**config.mk**
```make
export PLATFORM = sky130hd
export DESIGN_NAME = intm_cdb_arbiter_flat
export DESIGN_NICKNAME = d
export VERILOG_FILES = /design/src/rtl/intm_cdb_arbiter_if.sv /design/src/rtl/intm_cdb_arbiter.sv /design/src/flat_wrapper.sv
export SDC_FILE = /design/constraint.sdc
export NUM_CORES = 1
export LEC_CHECK = 0
export BUFFER_PORTS_ARGS = -buffer_cell sky130_fd_sc_hd__buf_2
export CAP_MARGIN = 20
export CORE_UTILIZATION = 40
export DETAILED_ROUTE_END_ITERATION = 8
export PLACE_DENSITY = 0.75
export REMOVE_ABC_BUFFERS = 1
export SETUP_SLACK_MARGIN = 0.15
export SYNTH_ARGS = -nofsm -noshare
export SYNTH_HDL_FRONTEND = slang
export SYNTH_SLANG_ARGS = --single-unit
```
**constraint.sdc**
```tcl
create_clock -name clk -period 1.8 [get_ports clk]
set_input_delay 0.18 -clock clk [delete_from_list [all_inputs] [get_ports clk]]
set_output_delay 0.18 -clock clk [all_outputs]
set_load 0.01 [all_outputs]
```
**src/rtl/intm_cdb_arbiter_if.sv**
```systemverilog
// Bundle between the mul/div result producers, the arbiter and the CDB.
// The producer/CDB side uses "master", the arbiter uses "slave".
interface intm_cdb_arbiter_if #(
    parameter int NUM_REQ = 2,
    parameter int DATA_W  = 64,
    parameter int IDX_W   = (NUM_REQ > 1) ? $clog2(NUM_REQ) : 1
);
    logic [NUM_REQ-1:0]        req_valid;
    logic [NUM_REQ-1:0]        req_ready;
    logic [NUM_REQ*DATA_W-1:0] req_data;
    logic                      out_valid;
    logic                      out_ready;
    logic [DATA_W-1:0]         out_data;
    logic [IDX_W-1:0]          out_src;

    modport master (
        output req_valid, req_data, out_ready,
        input  req_ready, out_valid, out_data, out_src
    );

    modport slave (
        input  req_valid, req_data, out_ready,
        output req_ready, out_valid, out_data, out_src
    );
endinterface

```
**src/rtl/intm_cdb_arbiter.sv**
```systemverilog
// Round-robin arbiter sharing the integer mul/div CDB write port among
// NUM_REQ long-latency producers, with a one-entry valid/ready output stage
// so the CDB can apply backpressure without losing results.
module intm_cdb_arbiter #(
    parameter int NUM_REQ = 2,
    parameter int DATA_W  = 64,
    parameter int IDX_W   = (NUM_REQ > 1) ? $clog2(NUM_REQ) : 1,
    parameter int CNT_W   = 16
) (
    input  logic               clk,
    input  logic               rst,       // asynchronous, active low
    input  logic               flush,
    intm_cdb_arbiter_if.slave  bus,
    output logic [CNT_W-1:0]   stall_cnt
);

    logic              out_valid_q, out_valid_d;
    logic [DATA_W-1:0] out_data_q,  out_data_d;
    logic [IDX_W-1:0]  out_src_q,   out_src_d;
    logic [IDX_W-1:0]  rr_ptr_q,    rr_ptr_d;
    logic [CNT_W-1:0]  stall_cnt_q, stall_cnt_d;

    logic               load;
    logic               found;
    logic [NUM_REQ-1:0] grant;
    logic [IDX_W-1:0]   grant_idx;
    logic [DATA_W-1:0]  grant_data;
    logic [IDX_W-1:0]   sel;
    int                 idx_int;

    // The output stage can take a new result when empty or being drained,
    // unless a flush is discarding it this cycle.
    assign load = (~out_valid_q | bus.out_ready) & ~flush;

    // Round-robin search starting at rr_ptr; first requester wins.
    always_comb begin
        // NOTE: every signal written here gets a default first so no path
        // leaves it unassigned, which would otherwise infer a latch.
        grant      = '0;
        grant_idx  = '0;
        grant_data = '0;
        found      = 1'b0;
        sel        = '0;
        idx_int    = 0;
        if (load) begin
            for (int k = 0; k < NUM_REQ; k++) begin
                idx_int = int'(rr_ptr_q) + k;
                if (idx_int >= NUM_REQ) begin
                    idx_int = idx_int - NUM_REQ;
                end
                sel = IDX_W'(idx_int);
                if (!found && bus.req_valid[sel]) begin
                    found      = 1'b1;
                    grant[sel] = 1'b1;
                    grant_idx  = sel;
                end
            end
        end
        for (int i = 0; i < NUM_REQ; i++) begin
            if (grant[i]) begin
                grant_data = bus.req_data[i*DATA_W +: DATA_W];
            end
        end
    end

    // Producers see their grant directly; forced low while reset is held.
    assign bus.req_ready = grant & {NUM_REQ{rst}};

    // Next-state for the output stage, round-robin pointer and stall counter.
    always_comb begin
        out_valid_d = out_valid_q;
        out_data_d  = out_data_q;
        out_src_d   = out_src_q;
        rr_ptr_d    = rr_ptr_q;
        stall_cnt_d = stall_cnt_q;

        if (flush) begin
            out_valid_d = 1'b0;
        end else if (load) begin
            if (found) begin
                out_valid_d = 1'b1;
                out_data_d  = grant_data;
                out_src_d   = grant_idx;
                rr_ptr_d    = (grant_idx == IDX_W'(NUM_REQ - 1)) ? '0 : grant_idx + 1'b1;
            end else begin
                out_valid_d = 1'b0;
            end
        end

        // Someone is waiting and nobody won: count it, saturating at all-ones.
        if ((|bus.req_valid) && !found && (stall_cnt_q != '1)) begin
            stall_cnt_d = stall_cnt_q + 1'b1;
        end
    end

    // State registers with asynchronous clear.
    always_ff @(posedge clk or negedge rst) begin
        // NOTE: non-blocking assignments so every flop samples the pre-edge
        // value of every other flop, independent of statement order.
        if (!rst) begin
            out_valid_q <= 1'b0;
            out_data_q  <= '0;
            out_src_q   <= '0;
            rr_ptr_q    <= '0;
            stall_cnt_q <= '0;
        end else begin
            out_valid_q <= out_valid_d;
            out_data_q  <= out_data_d;
            out_src_q   <= out_src_d;
            rr_ptr_q    <= rr_ptr_d;
            stall_cnt_q <= stall_cnt_d;
        end
    end

    assign bus.out_valid = out_valid_q;
    assign bus.out_data  = out_data_q;
    assign bus.out_src   = out_src_q;
    assign stall_cnt     = stall_cnt_q;

endmodule
```
**src/flat_wrapper.sv**
```systemverilog
// flat-port wrapper written by rule: the top's interface ports become plain ports
module intm_cdb_arbiter_flat 
#(
    parameter int NUM_REQ = 2,
    parameter int DATA_W  = 64,
    parameter int IDX_W   = (NUM_REQ > 1) ? $clog2(NUM_REQ) : 1,
    parameter int CNT_W   = 16
)
  (clk, rst, flush, stall_cnt, bus_req_valid, bus_req_data, bus_out_ready, bus_req_ready, bus_out_valid, bus_out_data, bus_out_src);
  intm_cdb_arbiter_if #(.NUM_REQ(NUM_REQ), .DATA_W(DATA_W), .IDX_W(IDX_W)) bus_i ();
  input  logic clk;
  input  logic rst;
  input  logic flush;
  output logic [CNT_W-1:0] stall_cnt;
  input wire logic [$bits(bus_i.req_valid)-1:0] bus_req_valid;
  input wire logic [$bits(bus_i.req_data)-1:0] bus_req_data;
  input wire logic [$bits(bus_i.out_ready)-1:0] bus_out_ready;
  output wire logic [$bits(bus_i.req_ready)-1:0] bus_req_ready;
  output wire logic [$bits(bus_i.out_valid)-1:0] bus_out_valid;
  output wire logic [$bits(bus_i.out_data)-1:0] bus_out_data;
  output wire logic [$bits(bus_i.out_src)-1:0] bus_out_src;
  assign bus_i.req_valid = bus_req_valid;
  assign bus_i.req_data = bus_req_data;
  assign bus_i.out_ready = bus_out_ready;
  assign bus_req_ready = bus_i.req_ready;
  assign bus_out_valid = bus_i.out_valid;
  assign bus_out_data = bus_i.out_data;
  assign bus_out_src = bus_i.out_src;
  intm_cdb_arbiter #(.NUM_REQ(NUM_REQ), .DATA_W(DATA_W), .IDX_W(IDX_W), .CNT_W(CNT_W)) u_core (.clk(clk), .rst(rst), .flush(flush), .bus(bus_i), .stall_cnt(stall_cnt));
endmodule
```
==> results.ini <==
[cells_and_area]
fillerInstances = 752
area_growth_pct = 45.5
final_common_cell = buf_2
mostFrequentLayoutCells = buf_2 (214), nand2_1 (131), dfrtp_1 (79)
nNetsFinal = 726
fin_area_mm2 = 0.00527
final_util_pct = 60.2
antennaDiodeCount = 0
drive_gt1_share_pct = 47.2

[placement]
gp_routability_congestion = 0.828
dpl.hpwl_um = 7100
dpl_cell_area_mm2 = 0.00492
port_buffers = 217

[clock_tree]
clock-root-buffer = clkbuf_8
clk_latency_ps = 330
clkSinkCount = 83
clkTransAtPathRegs_ps = 80
cts_max_level = 3
clockBufferDepth = 2
numCtsBuffers = 9
cts_tree = yes

[sta]
maxClockFrequency_ghz = 0.574
hold_viol = 0
setup_viol = 0
fin_crit_ps = 1740
tns_ps = 0
clock-skew-final_ps = 7.36
worstMarginPinSlew_ps = 860
relSlewSlack_pct = 42.1
grt_setup_unrepaired = yes
finalCritPeriodShare_pct = 96.7
final-max-slew-violation-count = 0

[floorplanning]
rows = 34
initial_core_util_pct = 41.3
die_w_um = 97.2
die_h_um = 97.2
die_area_mm2 = 0.00944
num_io_pins = 218
core_mm2 = 0.00876

[global_route]
grt_usage_pct = 21.0
grt_pass1_vias = 3377
antenna_found_initial = 0
grt_busiest_layer = met2
grt_first_pass_wirelength_um = 16200
met1_usage_pct = 26.0
grtUsageMet2_pct = 36.0
grt-ovfl-total = 0
grt_max_degree = 84
met3_usage_pct = 6.83

[min_path]
hp-class = primary input to register
min_path_cells = 3
whs_endpoint = u_core.bus.out_data[38]$_DFFE_PN0P_
hold_start = bus_req_data[102]

[power_and_ir_drop]
p_leak_nw = 2.93
p_per_area_mw_per_mm2 = 971
p_total_mw = 5.12
peakVddDrop_v = 0.000626

[routing]
drc = 0
viasPerCell = 5.07
vias = 3553
firstDrtPassIters = 4
wl_per_cell_um = 14.2
drt-initial-drc-count = 154
drt-total-wl_um = 9970
ant_nets = 0

[setup_path]
criticalPathCategory = register to output pin
arrival_ps = 1560
worstReg2RegEnd = u_core.stall_cnt[1]$_DFFE_PN0P_
crit_required_ps = 1620
r2r-start = u_core.bus.out_valid$_DFFE_PN0P_
crit_path_max_fanout = 3
r2r_cells = 4
cp-start-kind = register
crit_path_end_kind = output pin
reg2reg_slack_ps = 90

[synthesis]
syn-cell-area_mm2 = 0.00362
syn_area_per_cell_um2 = 10.0
ys.flop_type = dfrtp_1
yosysTopAreaCell = dfrtp_1
synthCells = 362
synthTopCellsByArea = dfrtp_1 (57%), nand2_1 (14%), a22oi_1 (13%), xor2_1 (3.1%), clkbuf_1 (1.3%)
ys_seq_area_share_pct = 57.3
yosysWarnings = 0
yosysUniqueCellTypes = 36
synth_edf_count = 0
synth_top_area_share_pct = 57.3
synthArstFlopShare_pct = 100
ys_ff_latch = 83

[job]
drv_cap = 0

[run_status]
outcome = finished, final reports clean

## metrics by stage
stage,hold WS [ps],std cells,setup WS (ps)
3_5_place_dp,290,678,23.8
2_1_floorplan,-116,341,-2340
3_3_place_gp,287,678,122
5_1_grt,10.4,701,-44.9
6_report,30.2,701,58.7
4_1_cts,9.04,698,14.6
## worst max-delay path: stages, from the launching register on
cell	delay, ps
dfrtp_1	400
nor2b_4	150
a2111oi_4	240
buf_4	190
and2_4	150
buf_6	100
## cells in the mapped netlist (2+ instances only)
cell	instances
a21oi_1	2
a22oi_1	64
and2_1	3
buf_1	2
buf_2	6
clkbuf_1	13
dfrtp_1	83
inv_1	5
nand2_1	131
nand3_1	3
nand4_1	2
nor2_1	2
nor3_1	7
nor3b_1	3
nor4b_1	2
or2_2	2
xor2_1	13
## worst max path at each step
stage	endpoint	slack (ps)	startpoint	cells after the start
finish	bus_req_ready[1]	60	u_core.bus.out_valid$_DFFE_PN0P_	5
global route	bus_req_ready[1]	-40	u_core.bus.out_valid$_DFFE_PN0P_	5
CTS	bus_req_ready[1]	10	u_core.rr_ptr_q$_DFFE_PN0P_	5
detailed placement	u_core.stall_cnt[11]$_DFFE_PN0P_	20	u_core.stall_cnt[0]$_DFFE_PN0P_	7
global placement	u_core.stall_cnt[11]$_DFFE_PN0P_	120	u_core.stall_cnt[0]$_DFFE_PN0P_	7
floorplan	bus_req_ready[1]	-2340	u_core.bus.out_valid$_DFFE_PN0P_	3
## power breakdown
group | switching [mW] | internal (mW) | leakage [nW]
registers | 0.232 | 2.21 | 1.03
logic | 0.744 | 0.710 | 1.82
clock network | 0.610 | 0.612 | 0.0906
total | 1.59 | 3.54 | 2.93
## kinds of logic after synthesis
| group | count (synthesis) | synth area share, % |
|---|---|---|
| AO/OA/AOI/OAI | 72 | 15.1 |
| XOR/XNOR | 14 | 3.38 |
| adder cells (fa/ha/maj) | 1 | 0.345 |
| buffers and inverters | 26 | 2.90 |
| flip-flops | 83 | 57.3 |
| multiplexers | 2 | 0.725 |
| AND/OR/NAND/NOR | 164 | 20.2 |
## state kept, by name, summed over array words and instances, names as in the netlist
signal / cells
u_core.bus.out_data: 64
u_core.stall_cnt: 16
u_core.bus.out_src: 1
u_core.bus.out_valid: 1
u_core.rr_ptr_q: 1
## cell type report
class | instances | area [µm²] | share of cell area [%]
clock buffers | 9 | 124 | 2.35
multi-input cells | 253 | 1540 | 29.3
well taps | 108 | 135 | 2.56
repair buffers | 239 | 1330 | 25.1
inverters | 5 | 18.8 | 0.356
clock inverters | 4 | 45.0 | 0.854
flip-flops and latches | 83 | 2080 | 39.5
## timing repair
item / in CTS / in global routing
resized for setup: 7 / 18
setup endpoints to repair: 13 / 19
hold endpoints to repair: 83 / 0
pin swaps: 5 / 8
buffers inserted: 6 / 3
hold buffers: 1 / 0
## layer usage
layer  wire (µm)  vias to the layer above
li1            -                     1702
met1        4160                     1692
met2        5000                      153
met3         752                        6
met4          54                        0
met5           0                        -
Power figures use the tool's default switching activity.
